## src/rtl/arith_cmd_issuer.sv

```systemverilog
// rtl/arith_cmd_issuer.sv - single-outstanding command issuer for a registered arithmetic unit
// Accepts one command, strobes the unit, waits (bounded) for its flag, then holds the response.
module arith_cmd_issuer #(
  parameter int alu_width = 16,
  parameter int TIMEOUT   = 4
) (
  input  logic                 clk,
  input  logic                 rst,
  input  logic                 cmd_valid,
  output logic                 cmd_ready,
  input  logic [alu_width-1:0] cmd_a,
  input  logic [alu_width-1:0] cmd_b,
  input  logic [1:0]           cmd_fun,
  output logic [alu_width-1:0] A,
  output logic [alu_width-1:0] B,
  output logic [1:0]           alu_fun,
  output logic                 arith_enable,
  input  logic [alu_width-1:0] arith_out,
  input  logic                 arith_flag,
  input  logic                 carry_out,
  output logic                 rsp_valid,
  input  logic                 rsp_ready,
  output logic [alu_width-1:0] rsp_data,
  output logic                 rsp_carry,
  output logic                 rsp_err,
  output logic [15:0]          op_count
);

  typedef enum logic [1:0] {IDLE, ISSUE, WAIT, RESP} state_t;

  localparam logic [7:0] TMO_LAST = 8'(TIMEOUT - 1);

  state_t               state_q, state_d;
  logic [7:0]           tmo_q, tmo_d;
  logic [alu_width-1:0] a_q, a_d, b_q, b_d, data_q, data_d;
  logic [1:0]           fun_q, fun_d;
  logic                 carry_q, carry_d, err_q, err_d;
  logic [15:0]          cnt_q, cnt_d;
  logic                 div_zero, timed_out;

  // Divide by zero is answered locally without ever bothering the unit.
  assign div_zero  = (cmd_fun == 2'b11) && (cmd_b == '0);
  assign timed_out = (tmo_q == TMO_LAST);

  always_ff @(posedge clk) begin
    if (rst) state_q <= IDLE;
    else     state_q <= state_d;
  end

  always_comb begin
    state_d = state_q;
    case (state_q)
      IDLE:    if (cmd_valid) state_d = div_zero ? RESP : ISSUE;
      ISSUE:   state_d = WAIT;
      WAIT:    if (arith_flag || timed_out) state_d = RESP;
      RESP:    if (rsp_ready) state_d = IDLE;
      default: state_d = IDLE;
    endcase
  end

  always_comb begin
    cmd_ready    = (state_q == IDLE);
    arith_enable = (state_q == ISSUE);
    rsp_valid    = (state_q == RESP);
  end

  always_comb begin
    tmo_d   = tmo_q;
    a_d     = a_q;
    b_d     = b_q;
    fun_d   = fun_q;
    data_d  = data_q;
    carry_d = carry_q;
    err_d   = err_q;
    cnt_d   = cnt_q;
    case (state_q)
      IDLE: if (cmd_valid) begin
        a_d   = cmd_a;
        b_d   = cmd_b;
        fun_d = cmd_fun;
        if (div_zero) begin
          data_d  = '0;
          carry_d = 1'b0;
          err_d   = 1'b1;
        end
      end
      ISSUE: tmo_d = '0;
      WAIT: begin
        if (arith_flag) begin
          data_d  = arith_out;
          carry_d = carry_out;
          err_d   = 1'b0;
        end else if (timed_out) begin
          data_d  = '0;
          carry_d = 1'b0;
          err_d   = 1'b1;
        end else begin
          tmo_d = tmo_q + 8'd1;
        end
      end
      RESP: if (rsp_ready) cnt_d = cnt_q + 16'd1;
      default: ;
    endcase
  end

  always_ff @(posedge clk) begin
    if (rst) begin
      tmo_q   <= '0;
      a_q     <= '0;
      b_q     <= '0;
      fun_q   <= '0;
      data_q  <= '0;
      carry_q <= 1'b0;
      err_q   <= 1'b0;
      cnt_q   <= '0;
    end else begin
      tmo_q   <= tmo_d;
      a_q     <= a_d;
      b_q     <= b_d;
      fun_q   <= fun_d;
      data_q  <= data_d;
      carry_q <= carry_d;
      err_q   <= err_d;
      cnt_q   <= cnt_d;
    end
  end

  assign A         = a_q;
  assign B         = b_q;
  assign alu_fun   = fun_q;
  assign rsp_data  = data_q;
  assign rsp_carry = carry_q;
  assign rsp_err   = err_q;
  assign op_count  = cnt_q;

endmodule

```

## config.mk

```make
export PLATFORM = sky130hd
export DESIGN_NAME = arith_cmd_issuer
export DESIGN_NICKNAME = d
export VERILOG_FILES = /design/src/rtl/arith_cmd_issuer.sv
export SDC_FILE = /design/constraint.sdc
export NUM_CORES = 1
export LEC_CHECK = 0
export CAP_MARGIN = 20
export CORE_MARGIN = 2
export CORE_UTILIZATION = 38
export DETAILED_ROUTE_END_ITERATION = 8
export GPL_TIMING_DRIVEN = 0
export PLACE_DENSITY = 0.81
export RECOVER_POWER = 100
export SYNTH_ARGS = -nofsm -noshare
export SYNTH_HDL_FRONTEND = slang
export SYNTH_SLANG_ARGS = --single-unit
export TNS_END_PERCENT = 1
```

## constraint.sdc

```tcl
create_clock -name clk -period 5.2 [get_ports clk]
set_input_delay 1.56 -clock clk [delete_from_list [all_inputs] [get_ports clk]]
set_output_delay 1.56 -clock clk [all_outputs]
set_load 0.005 [all_outputs]
```

Word-level counts from Yosys, hierarchy flattened
Index checks and enable logic that the tools add are counted.
{"block": "classes", "add_sub_neg": 2, "n_eq_ne": 12, "mux": 23, "reduce_logical": 11}
{"cell": "two-way mux 16 bit", "n": 4}
{"cell": "case mux 16 bit (2 select lines)", "n": 1}
{"cell": "adder 16 x 1 -> 16 bit, second input constant", "n": 1}
{"cell": "logical NOT 16 bit", "n": 1}
{"cell": "two-way mux 8 bit", "n": 2}
{"cell": "case mux 8 bit (2 select lines)", "n": 1}
{"cell": "adder 8 x 1 -> 8 bit, second input constant", "n": 1}
{"cell": "equality test 8 x 2 -> 1 bit, second input constant", "n": 1}
{"cell": "two-way mux 1 bit", "n": 8}
{"cell": "two-way mux 2 bit", "n": 4}
{"cell": "inequality test 2 bit, second input constant", "n": 4}
{"cell": "case mux 2 bit (4 select lines)", "n": 1}
{"cell": "equality test 2 bit, second input constant", "n": 3}
{"cell": "AND reduction 3 bit", "n": 2}
{"cell": "inequality test 2 x 1 -> 1 bit, second input constant", "n": 2}
{"cell": "case mux 1 bit (2 select lines)", "n": 2}
{"cell": "AND reduction 2 bit", "n": 2}
{"cell": "AND reduction 4 bit", "n": 1}
{"cell": "nonzero test 2 bit", "n": 2}
{"cell": "inequality test 3 bit, second input constant", "n": 1}
{"cell": "equality test 2 x 1 -> 1 bit, second input constant", "n": 1}
{"cell": "logical NOT 2 bit", "n": 1}
{"cell": "logical AND 1 bit", "n": 1}
{"cell": "logical OR 1 bit", "n": 1}
{"block": "totals", "reg_bits": 78, "input_bits": 56, "out_inout_bits": 71, "word_cells": 57}

Logic depth before layout (Yosys ltp)
{"block": "depth", "word_depth": 5, "mapped_depth": 8, "depth_no_buf": 7}

Worst setup path before layout
OpenSTA, ideal clock, no wires.
{"block": "synth_timing", "path_type": "input-to-reg", "start": "input cmd_b[15]", "end": "register carry_q (netlist: rsp_carry)", "setup_ns": 0.117, "t_arrival_ns": 2.852, "required_ns": 5.083, "path_slack_ns": 2.231, "cell_stages": 6, "n_path_buf": 1, "path_cell_list": "nor4b_1 -> nand2_1 -> o311ai_1 -> o21ai_2 -> buf_6 -> a22o_1"}
{"block": "synth_between", "elab_chain_cells": 4}
{"item": "start, declared", "line_no": "12", "source": "input logic [alu_width-1:0] cmd_b,"}
{"item": "logical NOT 16 bit", "line_no": "42", "source": "assign div_zero = (cmd_fun == 2'b11) && (cmd_b == '0);"}
{"item": "logical AND 1 bit", "line_no": "42"}
{"item": "inequality test 2 x 1 -> 1 bit (no line)"}
{"item": "AND reduction 4 bit (no line)"}
{"item": "end signal, assigned", "line_no": "122", "source": "carry_q <= carry_d;"}
{"item": "end, declared", "line_no": "37", "source": "logic carry_q, carry_d, err_q, err_d;"}
Every way passes these cells.
A chain may end at the register's enable or synchronous reset.

Worst setup path after layout
{"block": "layout_timing", "start": "input cmd_b[2]", "end": "register data_q[10] (netlist: rsp_data[10])"}
{"block": "layout_between", "elab_chain_cells": 4}
{"item": "logical NOT 16 bit", "line_no": "42"}
{"item": "logical AND 1 bit", "line_no": "42"}
{"item": "inequality test 2 x 1 -> 1 bit (no line)"}
{"item": "AND reduction 4 bit (no line)"}
{"item": "end signal, assigned", "line_no": "121", "source": "data_q <= data_d;"}
{"item": "end, declared", "line_no": "35", "source": "logic [alu_width-1:0] a_q, a_d, b_q, b_d, data_q, data_d;"}
Every way passes these cells.

==> results.py <==
metrics = {
    "routing": {
        "ant_nets": 0,
        "via_per_inst": 4.963,
        "vias": 2973,
        "drt_iter0_drc": 81,
        "drtPass1Iterations": 4,
        "routedWlPerCell_microns": 13.45,
        "drc": 0,
        "wirelength_microns": 8058,
    },
    "finish": {
        "fin_cells": 599,
        "fin_nets": 555,
        "fill_cells": 693,
        "n_antenna_cell": 0,
        "stdcell_area_sq_um": 4643,
        "drive_gt1_frac": 0.04427,
        "finalCoreUtilization": 0.5947,
        "area_growth_pct": 49.46,
    },
    "die": {
        "die_h_microns": 94.42,
        "die_w_microns": 94.42,
        "start_util": 0.3979,
        "rows": 32,
        "pin_count": 127,
        "die_area_sq_um": 8915,
        "core_area_sq_um": 7807,
    },
    "synthesis": {
        "synth-main-ff-cell": "dfxtp_1",
        "avgSynthCellArea_sq_um": 8.727,
        "synthMostInstantiatedCell": "nand2_1",
        "syn_nets": 419,
        "synth_cell_type_count": 44,
        "netlist.area_leader.share": 0.5026,
        "netlist_area_sq_um": 3107,
        "yosys.area.top_type": "dfxtp_1",
        "synth_area_leaders": "dfxtp_1 50%, nand2_1 10%, a21oi_1 6.4%",
        "ys_warn_count": 0,
        "synthArstFlopShare": 0,
        "synth-edff-count": 0,
        "netlist_instances": 356,
        "synth_seq_cells": 78,
        "synthTopCellsByCount": "83 x nand2_1, 78 x dfxtp_1, 40 x a21oi_1",
        "seq_area_frac_synth": 0.5026,
    },
    "placement": {
        "post-place-ws_ns": 1.266,
        "port_buffers": 125,
        "gp_congestion": 0.7778,
        "place_area_sq_um": 4486,
        "dpl.cell_count": 583,
        "dp_hpwl_microns": 6224,
    },
    "sta": {
        "setup_slack_ns": 1.047,
        "fin_tns_setup_ns": 0,
        "fmax_ghz": 0.2408,
        "setup_violations": 0,
        "tightest_slew_ns": 1.055,
        "holdWs_ns": 0.4532,
        "skew_ns": 0.009791,
        "slew_viol_final": 0,
        "finalCriticalPeriod_ns": 4.153,
        "max-slew-margin-rel": 0.2891,
        "post-route-period-util": 0.7987,
        "grt_setup_unrepaired": "false",
        "final_hold_viol_count": 0,
    },
    "cts": {
        "worstSkewPairLatency_ns": 0.34,
        "cts.path.max_buffers": 2,
        "clk_pin_slew_ns": 0.08,
        "cts.sinks": 78,
        "cts_tree": "yes",
        "clockRootBuffer": "clkbuf_8",
        "ctsResizeCount": 0,
        "htree_levels": 3,
        "post_cts_buffers": 0,
        "cts_buffers": 9,
        "cts_hold_buf": 0,
    },
    "power_and_ir_drop": {
        "p_leak_nw": 1.915,
        "total_power_mw": 1.655,
        "vdd_ir_drop_max_v": 0.0001843,
        "p_per_area_nw_per_um2": 356.4,
    },
    "grt": {
        "grt_start_max_net_pins": 14,
        "overflow": 0,
        "grt_pass1_wl_microns": 12830,
        "track_usage": 0.1809,
        "antenna_found_initial": 0,
        "grt_pass1_vias": 2783,
    },
    "worst_setup_path": {
        "cp_slowest_cell": "dlygate4sd3_1",
        "path_buf_inv": 2,
        "crit_arrival_ns": 4.38,
        "rr_startpoint": "tmo_q[0]",
        "slowest_delay_ns": 0.55,
        "crit_type": "in2reg",
        "startpoint_type": "input port",
        "worstPathMaxFanout": 10,
        "timing.critical_path.from": "cmd_b[2]",
        "critPathTopFamily": "compound AO/OA/AOI/OAI gates",
        "critPathCaptureType": "register",
        "critPathRequiredTime_ns": 5.43,
        "crit_chain": "dlygate4sd3_1, nor4_1, nand4b_1, o311ai_0, o21ai_0, clkbuf_1, a22o_1",
    },
    "min_path": {
        "hold_class": "reg2reg",
        "hp-start": "B[12]",
    },
    "run": {
        "drv_cap": 0,
    },
    "status": {
        "status": "completed",
    },
}
[area by class of cell]
class | count | area [sq um] | area share
plain buffers | 17 | 66.31 | 0.01428
clock buffers | 11 | 131.4 | 0.02829
clock inverters | 5 | 58.81 | 0.01267
inverters | 13 | 48.80 | 0.01051
multi-input cells | 248 | 1398 | 0.3010
flip-flops and latches | 78 | 1562 | 0.3363
well taps | 102 | 127.6 | 0.02749
repair buffers | 125 | 1251 | 0.2695
[registers in the layout, summed over array words and instances (netlist names)]
name and flops:
A 16, B 16, alu_fun 2, op_count 16
rsp_carry 1, rsp_data 16, rsp_err 1, state_q 2
tmo_q 8
[kinds of logic after synthesis]
family,after synthesis,share of synthesized area
AO/OA/AOI/OAI,77,0.1647
XOR/XNOR,17,0.04793
adder cells (fa/ha/maj),7,0.02819
buffers and inverters,30,0.04390
flip-flops,78,0.5026
AND/OR/NAND/NOR,147,0.2126
[report_power, final]
group          internal [mW]  switching (mW)
sequential             0.668          0.0360
clock                  0.223           0.216
combinational          0.234           0.278
[cell usage in the layout, fill, tap and decap left out, types with 4 or more instances in the layout]
cell             count
dfxtp_1             78
nand4_1              6
clkdlybuf4s50_1     50
nand3_1             10
a21oi_1             40
clkbuf_8             9
ha_1                 7
a22o_1              17
xor2_1              15
dlygate4sd3_1       75
nor2_1              27
nand2_1             83
inv_1               13
o21ai_0              4
clkbuf_1            17
[layer usage]
| layer | vias to the layer above | routed length, microns | GRT usage |
|---|---|---|---|
| met1 | 1383 | 3446 | 0.2167 |
| met3 | 9 | 642 | 0.07422 |
| li1 | 1492 | - | - |
| met5 | - | 0 | 0 |
| met4 | 0 | 83 | 0.03986 |
| met2 | 89 | 3886 | 0.3048 |
[worst min-delay path, stage by stage, from the launching register on]
cell and delay [ns]:
dfxtp_1 0.31, nand2_1 0.05, a21oi_1 0.05
[path summary, 6_finish.rpt]
path | slack, ns | cells past startpoint | end
max | 1.05 | 7 | rsp_data[10]
min | 0.45 | 2 | B[12]
max reg2reg | 2.52 | 7 | rsp_data[10]
min reg2reg | 0.45 | 2 | B[12]
Power figures use the tool's default switching activity.
